<file path="src/rtl/pipe_hazard_ctrl.sv">
// Pipeline hazard controller: memory-stall FSM, branch flush and load-use interlock.
// Optional macro STALL_COUNT_EN adds a saturating 32-bit stall_cnt output.
module pipe_hazard_ctrl #(
    parameter int MEM_TIMEOUT = 16
) (
    input  logic        clk,
    input  logic        reset,
    input  logic [4:0]  id_Rn,
    input  logic [4:0]  id_Rm,
    input  logic        id_uses_Rm,
    input  logic        ex_MemRead,
    input  logic [4:0]  ex_Rd,
    input  logic        br_taken,
    input  logic        mem_req,
    input  logic        mem_ready,
    output logic        pc_en,
    output logic        ifid_en,
    output logic        idex_en,
    output logic        exmem_en,
    output logic        ifid_flush,
    output logic        idex_bubble,
    output logic        memwb_bubble,
    output logic [1:0]  state,
    output logic        mem_err
`ifdef STALL_COUNT_EN
    ,
    output logic [31:0] stall_cnt
`endif
);

    localparam int WAIT_W = (MEM_TIMEOUT < 1) ? 1 : $clog2(MEM_TIMEOUT + 1);
    localparam logic [WAIT_W-1:0] WAIT_LIMIT = WAIT_W'(MEM_TIMEOUT);
    localparam logic [WAIT_W-1:0] WAIT_ONE   = WAIT_W'(1);

    typedef enum logic [1:0] {
        RUN      = 2'd0,
        MEM_WAIT = 2'd1,
        BR_FLUSH = 2'd2
    } state_t;

    state_t              state_reg, state_next;
    logic [WAIT_W-1:0]   wait_cnt_reg, wait_cnt_next;
    logic                br_pend_reg, br_pend_next;
    logic                mem_err_reg, mem_err_next;

    // Load-use detection: one comparator per ID source operand.
    logic [4:0] src_reg [2];
    logic [1:0] src_used;
    logic [1:0] src_match;

    assign src_reg[0]  = id_Rn;
    assign src_reg[1]  = id_Rm;
    assign src_used[0] = 1'b1;
    assign src_used[1] = id_uses_Rm;

    generate
        for (genvar gi = 0; gi < 2; gi++) begin : g_src_cmp
            assign src_match[gi] = src_used[gi] && (ex_Rd == src_reg[gi]);
        end
    endgenerate

    logic load_use;
    logic mem_stall;

    // X31 is the zero register, so a load targeting it never creates a dependency.
    assign load_use  = ex_MemRead && (ex_Rd != 5'd31) && (|src_match);
    assign mem_stall = mem_req && !mem_ready;

    always_comb begin
        state_next    = state_reg;
        wait_cnt_next = wait_cnt_reg;
        br_pend_next  = br_pend_reg;
        mem_err_next  = mem_err_reg;
        pc_en         = 1'b1;
        ifid_en       = 1'b1;
        idex_en       = 1'b1;
        exmem_en      = 1'b1;
        ifid_flush    = 1'b0;
        idex_bubble   = 1'b0;
        memwb_bubble  = 1'b0;

        if (reset) begin
            case (state_reg)
                RUN: begin
                    if (mem_stall) begin
                        pc_en         = 1'b0;
                        ifid_en       = 1'b0;
                        idex_en       = 1'b0;
                        exmem_en      = 1'b0;
                        memwb_bubble  = 1'b1;
                        br_pend_next  = br_pend_reg | br_taken;
                        wait_cnt_next = WAIT_ONE;
                        state_next    = MEM_WAIT;
                    end else if (br_taken) begin
                        ifid_flush  = 1'b1;
                        idex_bubble = 1'b1;
                    end else if (load_use) begin
                        pc_en       = 1'b0;
                        ifid_en     = 1'b0;
                        idex_bubble = 1'b1;
                    end
                end

                MEM_WAIT: begin
                    // A branch seen in the release cycle is still deferred to BR_FLUSH.
                    br_pend_next = br_pend_reg | br_taken;
                    if (mem_ready || (wait_cnt_reg >= WAIT_LIMIT)) begin
                        if (!mem_ready) begin
                            mem_err_next = 1'b1;
                        end
                        wait_cnt_next = '0;
                        state_next    = (br_pend_reg | br_taken) ? BR_FLUSH : RUN;
                    end else begin
                        pc_en         = 1'b0;
                        ifid_en       = 1'b0;
                        idex_en       = 1'b0;
                        exmem_en      = 1'b0;
                        memwb_bubble  = 1'b1;
                        wait_cnt_next = wait_cnt_reg + WAIT_ONE;
                    end
                end

                BR_FLUSH: begin
                    ifid_flush   = 1'b1;
                    idex_bubble  = 1'b1;
                    br_pend_next = 1'b0;
                    state_next   = RUN;
                end

                default: begin
                    wait_cnt_next = '0;
                    state_next    = RUN;
                end
            endcase
        end
    end

    always_ff @(posedge clk) begin
        if (!reset) begin
            state_reg    <= RUN;
            wait_cnt_reg <= '0;
            br_pend_reg  <= 1'b0;
            mem_err_reg  <= 1'b0;
        end else begin
            state_reg    <= state_next;
            wait_cnt_reg <= wait_cnt_next;
            br_pend_reg  <= br_pend_next;
            mem_err_reg  <= mem_err_next;
        end
    end

    assign state   = state_reg;
    assign mem_err = mem_err_reg;

`ifdef STALL_COUNT_EN
    logic [31:0] stall_cnt_reg;

    always_ff @(posedge clk) begin
        if (!reset) begin
            stall_cnt_reg <= '0;
        end else if (!pc_en && (stall_cnt_reg != 32'hFFFF_FFFF)) begin
            stall_cnt_reg <= stall_cnt_reg + 32'd1;
        end
    end

    assign stall_cnt = stall_cnt_reg;
`endif

endmodule

</file>
<file path="config.mk">
export PLATFORM = sky130hd
export DESIGN_NAME = pipe_hazard_ctrl
export DESIGN_NICKNAME = d
export VERILOG_FILES = /design/src/rtl/pipe_hazard_ctrl.sv
export SDC_FILE = /design/constraint.sdc
export NUM_CORES = 1
export LEC_CHECK = 0
export BUFFER_PORTS_ARGS = -buffer_cell sky130_fd_sc_hd__buf_4
export CORE_MARGIN = 2
export CORE_UTILIZATION = 46
export DETAILED_ROUTE_END_ITERATION = 10
export PLACE_DENSITY = 0.82
export SLEW_MARGIN = 30
export SYNTH_ARGS = -nofsm -noshare
export SYNTH_HDL_FRONTEND = slang
export SYNTH_SLANG_ARGS = --single-unit
</file>
<file path="constraint.sdc">
create_clock -name clk -period 1.9 [get_ports clk]
set_input_delay 0.095 -clock clk [delete_from_list [all_inputs] [get_ports clk]]
set_output_delay 0.095 -clock clk [all_outputs]
set_load 0.01 [all_outputs]
</file>
After elaboration in Yosys (flattened, before gate mapping). Index checks and enable logic that the tools add are counted.

Bits in registers: 9. Latch bits: 0. Memory bits (writable): 0. ROM bits: 0. Input port bits: 22. Word-level logic and storage cells: 60. Memories kept: 0.

Add/subtract/negate cells: 1. Multiply operators: 0. Div/mod/pow operators: 0. Order comparisons: 1. Eq/ne operators: 7. Shifts and indexed selects: 0. Muxes and demuxes: 31. Bitwise operators: 3. Reductions and logical operators: 13.

Operators with widths (count): $mux W1 (18); $pmux W5 S3 (1); $eq A5 B5 Y1 (2); $mux W5 (2); $pmux W1 S2 (5); $mux W2 (3); $reduce_and A2 Y1 (3); $add A5 B1 Y5 const B (1); $ge A5 B5 Y1 const B (1); $ne A5 B5 Y1 const B (1); $logic_and A1 B1 Y1 (4); $ne A2 B2 Y1 const B (2); $pmux W2 S2 (1); $pmux W1 S3 (1); $reduce_and A3 Y1 (1); $reduce_bool A3 Y1 (1); $eq A2 B1 Y1 const B (1); $eq A2 B2 Y1 const B (1); $logic_not A2 Y1 (1); $not A1 Y1 (2); $reduce_or A2 Y1 (1); $logic_not A1 Y1 (1); $logic_or A1 B1 Y1 (1); $or A1 B1 Y1 (1).

Logic depth before layout (Yosys ltp).
Word-level depth: 9. Depth in mapped cells: 5.

Least setup slack after synthesis. Ideal clock, no wire load.

Path type: register to output. Start point: register state_reg[0] (netlist: state[0]). End point: output port pc_en. Arrival time: 1.330 ns. Slack: 0.475 ns. Cell stages (with the launch flop): 6. Buffers on the path: 2. Cells stage by stage: dfxtp_1 > buf_2 > nor3_1 > or2_2 > o41a_1 > buf_4.

Longest elaborated chain between the ends: 3. Elaborated cells between the ends (all ways): 4. Classes of those cells: 1 x eq/ne; 2 x mux; 1 x reduce/logical.

RTL lines: start: declaration (RTL line 41) `state_t state_reg, state_next;`; start signal: assignment (RTL line 145) `state_reg <= state_next;`; $eq A2 B1 Y1 or $logic_not A2 Y1 (tied branches); $pmux W1 S2 *; $mux W1 *; end: declaration (RTL line 16) `output logic pc_en,`.

Mark *: on every way between the ends. The rest lies on a longest branch, timed or not.

Final worst setup path.
Start point: register wait_cnt_reg[4]. End point: output port ifid_en.

Longest elaborated chain between the ends: 5.

RTL lines: start: declaration (RTL line 42) `logic [WAIT_W-1:0] wait_cnt_reg, wait_cnt_next;`; start signal: assignment (RTL line 146) `wait_cnt_reg <= wait_cnt_next;`; $ge A5 B5 Y1 (RTL line 107) `if (mem_ready || (wait_cnt_reg >= WAIT_LIMIT)) begin`; $logic_or A1 B1 Y1 (RTL line 107); $mux W1 (RTL line 107); $pmux W1 S2 (RTL line 83) `case (state_reg)`; $mux W1 (RTL line 82) `if (reset) begin`; end: declaration (RTL line 17) `output logic ifid_en,`.

No other way between the ends.

==> results.yml <==
run_status:
  run_status: "complete, no violations"
routing:
  num_vias: 654
  drt_wl_total_um: 1610
  wl_per_cell_um: 13.1
  drtAntennaViolNets: 0
  drtIter0Drc: 4
  drcViolationCount: 0
  drtPass1Iterations: 4
  avgViaCountPerCell: 5.32
clock_tree:
  cts-resized-gates: 0
  cts_root_buffer: "clkbuf_4"
  clkLatencyLatePin_ns: 0.26
  cts_buffer_depth: 2
  clock-sinks: 9
  cts_tree: "done"
  numCtsBuffers: 3
  postCtsSetupRepairBufs: 0
  hold_buffers: 0
  clk_pin_slew_ns: 0.07
  htreeDepth: 1
final_layout:
  area_delta_synth_final_pct: 40.9
  largest_register_ffs: 5
  antennaDiodeCount: 0
  postLayoutCoreUtil_pct: 68.1
  final_cell_area_um2: 875
  layout.nets: 132
  drive_above_1_share_pct: 36.1
  post_layout_nonfiller_instances: 123
power:
  p_int_mw: 0.356
  pwr-share-comb_pct: 29.2
  clkPwrFrac_pct: 29.8
  switchingPower_mw: 0.141
  power.share.sequential_pct: 41.0
  p_per_area_nw_per_um2: 568
  vdd_ir_drop_max_mv: 0.378
  swShare_pct: 28.4
  p_leak_nw: 0.397
synth:
  yosysTopAreaCell: "dfxtp_1"
  ys_types: 32
  seq_area_frac_synth_pct: 29.0
  yosysMostFrequentCell: "xor2_1"
  synthTopCellsByArea: "dfxtp_1, xor2_1, o21ai_0"
  synth-async-reset-ratio_pct: 0
  netlist.area_leader.share_pct: 29.0
  syn_area_um2: 621
  syn_nets: 99
  syn_inst: 76
  ys_ff_latch: 9
  synth-main-ff-cell: "dfxtp_1"
  ys_top_cells_by_count: "xor2_1, dfxtp_1, nor2_1, o21ai_0, nand2_1"
  avgSynthCellArea_um2: 8.17
  synth-warning-count: 0
  synth-edff-count: 0
timing:
  maxSlewHeadroom_pct: 64.1
  finClkSkew_ns: 0.0122
  slew_viol_final: 0
  worst_pin_slew_ns: 0.531
  hold_violations: 0
  max_freq_ghz: 0.581
  rsz0062_at_grt: "false"
  setup_violations: 0
  finalCritPeriodShare_pct: 90.6
  finalSetupTns_ns: 0
  fin_crit_ns: 1.72
global_route:
  grt_use_total_pct: 23.6
  grt_pass1_vias: 617
  grt_pass1_wl_um: 2520
  grt_overflow: 0
  grt_max_degree: 11
  antenna_found_initial: 0
place:
  dpl_cell_area_um2: 848
  dp.cells: 119
  gp_congestion: 0.758
  io_buffers: 31
  dpl.hpwl_um: 1320
critical_path:
  worstPathArrival_ns: 1.63
  critPathSlowestCell: "dfxtp_1"
  end_kind: "output pin"
  path_max_fanout: 5
  critPathRequiredTime_ns: 1.80
  criticalPathCategory: "flop to output pin"
  path_cells: "o21ai_0 > nand3b_1 > or2_2 > o41a_1 > buf_4"
  start_kind: "flop"
  cp_slowest_stage_delay_ns: 0.35
die:
  die-height_um: 40.7
  die-width_um: 40.7
  core_area_um2: 1280
  io_pins: 32
  die_area_um2: 1660
  start_util_pct: 48.3
  fp-row-count: 13
run:
  max-cap-violations: 0
min_path:
  hp-class: "input port to flop"
## per-stage QoR
step	hold slack [ns]	worst slack [ns]	total power [mW]
final	0.109	0.179	0.497
after global routing	0.115	0.0554	0.525
after CTS	0.101	0.182	0.505
after detailed placement	0.384	0.334	0.353
after global placement	0.372	0.459	0.347
after floorplan	0.217	0.475	0.280
## layer usage
metal / wire length [um] / global-route usage (%) / up-vias
met5: 0 / 0 / -
met1: 658 / 24.5 / 302
li1: - / - / 329
met3: 70 / 3.80 / 2
met4: 12 / 12.5 / 0
met2: 867 / 44.4 / 21
## kinds of logic after synthesis
group                      Yosys count  synth area share (%)
AOI/OAI and AO/OA                   17                  17.9
xor gates and xnor gates            11                  15.5
adders and majority gates            1                  2.02
buffers and inverters                8                  7.46
DFF                                  9                  29.0
and+or+nand+nor                     30                  28.0
## placed cells by master (no fill, tap or decap), types with 2 or more instances in the layout
| master | synthesis | final |
|---|---|---|
| buf_4 | 2 | 32 |
| xor2_1 | 10 | 10 |
| dfxtp_1 | 9 | 9 |
| o21ai_0 | 6 | 6 |
| nor2_1 | 6 | 6 |
| nand2_1 | 5 | 5 |
| inv_1 | 4 | 4 |
| nor2b_1 | 3 | 3 |
| nor3_1 | 3 | 3 |
| a21oi_1 | 3 | 3 |
| clkbuf_4 | 0 | 3 |
| nand3_1 | 2 | 2 |
| o31ai_1 | 2 | 2 |
| nor4b_1 | 2 | 2 |
## path summary, 6_finish.rpt
kind / from / endpoint / slack [ns] / depth (start not counted)
worst min register to register: wait_cnt_reg[3]$_SDFFE_PN0P_ / wait_cnt_reg[3]$_SDFFE_PN0P_ / 0.50 / 2
worst min-delay path: reset / wait_cnt_reg[0]$_SDFFE_PN0P_ / 0.11 / 2
worst max register to register: state[1]$_SDFFE_PN0P_ / wait_cnt_reg[4]$_SDFFE_PN0P_ / 0.42 / 3
worst max-delay path: wait_cnt_reg[4]$_SDFFE_PN0P_ / ifid_en / 0.18 / 5
## critical path, delay by kind of cell, from the launching register on
family	cells	cell delay, ns
compound gates	2	0.40
buf+inv	1	0.16
flops	1	0.35
simple gates	2	0.47
## power groups by stage
stage	clock, mW	combinational (mW)	sequential (mW)
3_5_place_dp	0	0.145	0.208
3_3_place_gp	0	0.140	0.208
6_report	0.148	0.145	0.204
4_1_cts	0.156	0.146	0.204
5_1_grt	0.161	0.159	0.205
2_1_floorplan	0	0.0743	0.205
## layout make-up
type / count / area (um2)
fill: 111 / 410
multi-input combinational: 59 / 394
timing repair buffer: 32 / 240
sequential: 9 / 180
clock buffer: 4 / 26.3
tap: 15 / 18.8
inverter: 4 / 15.0
No activity file was read; power rests on OpenSTA's default activity.
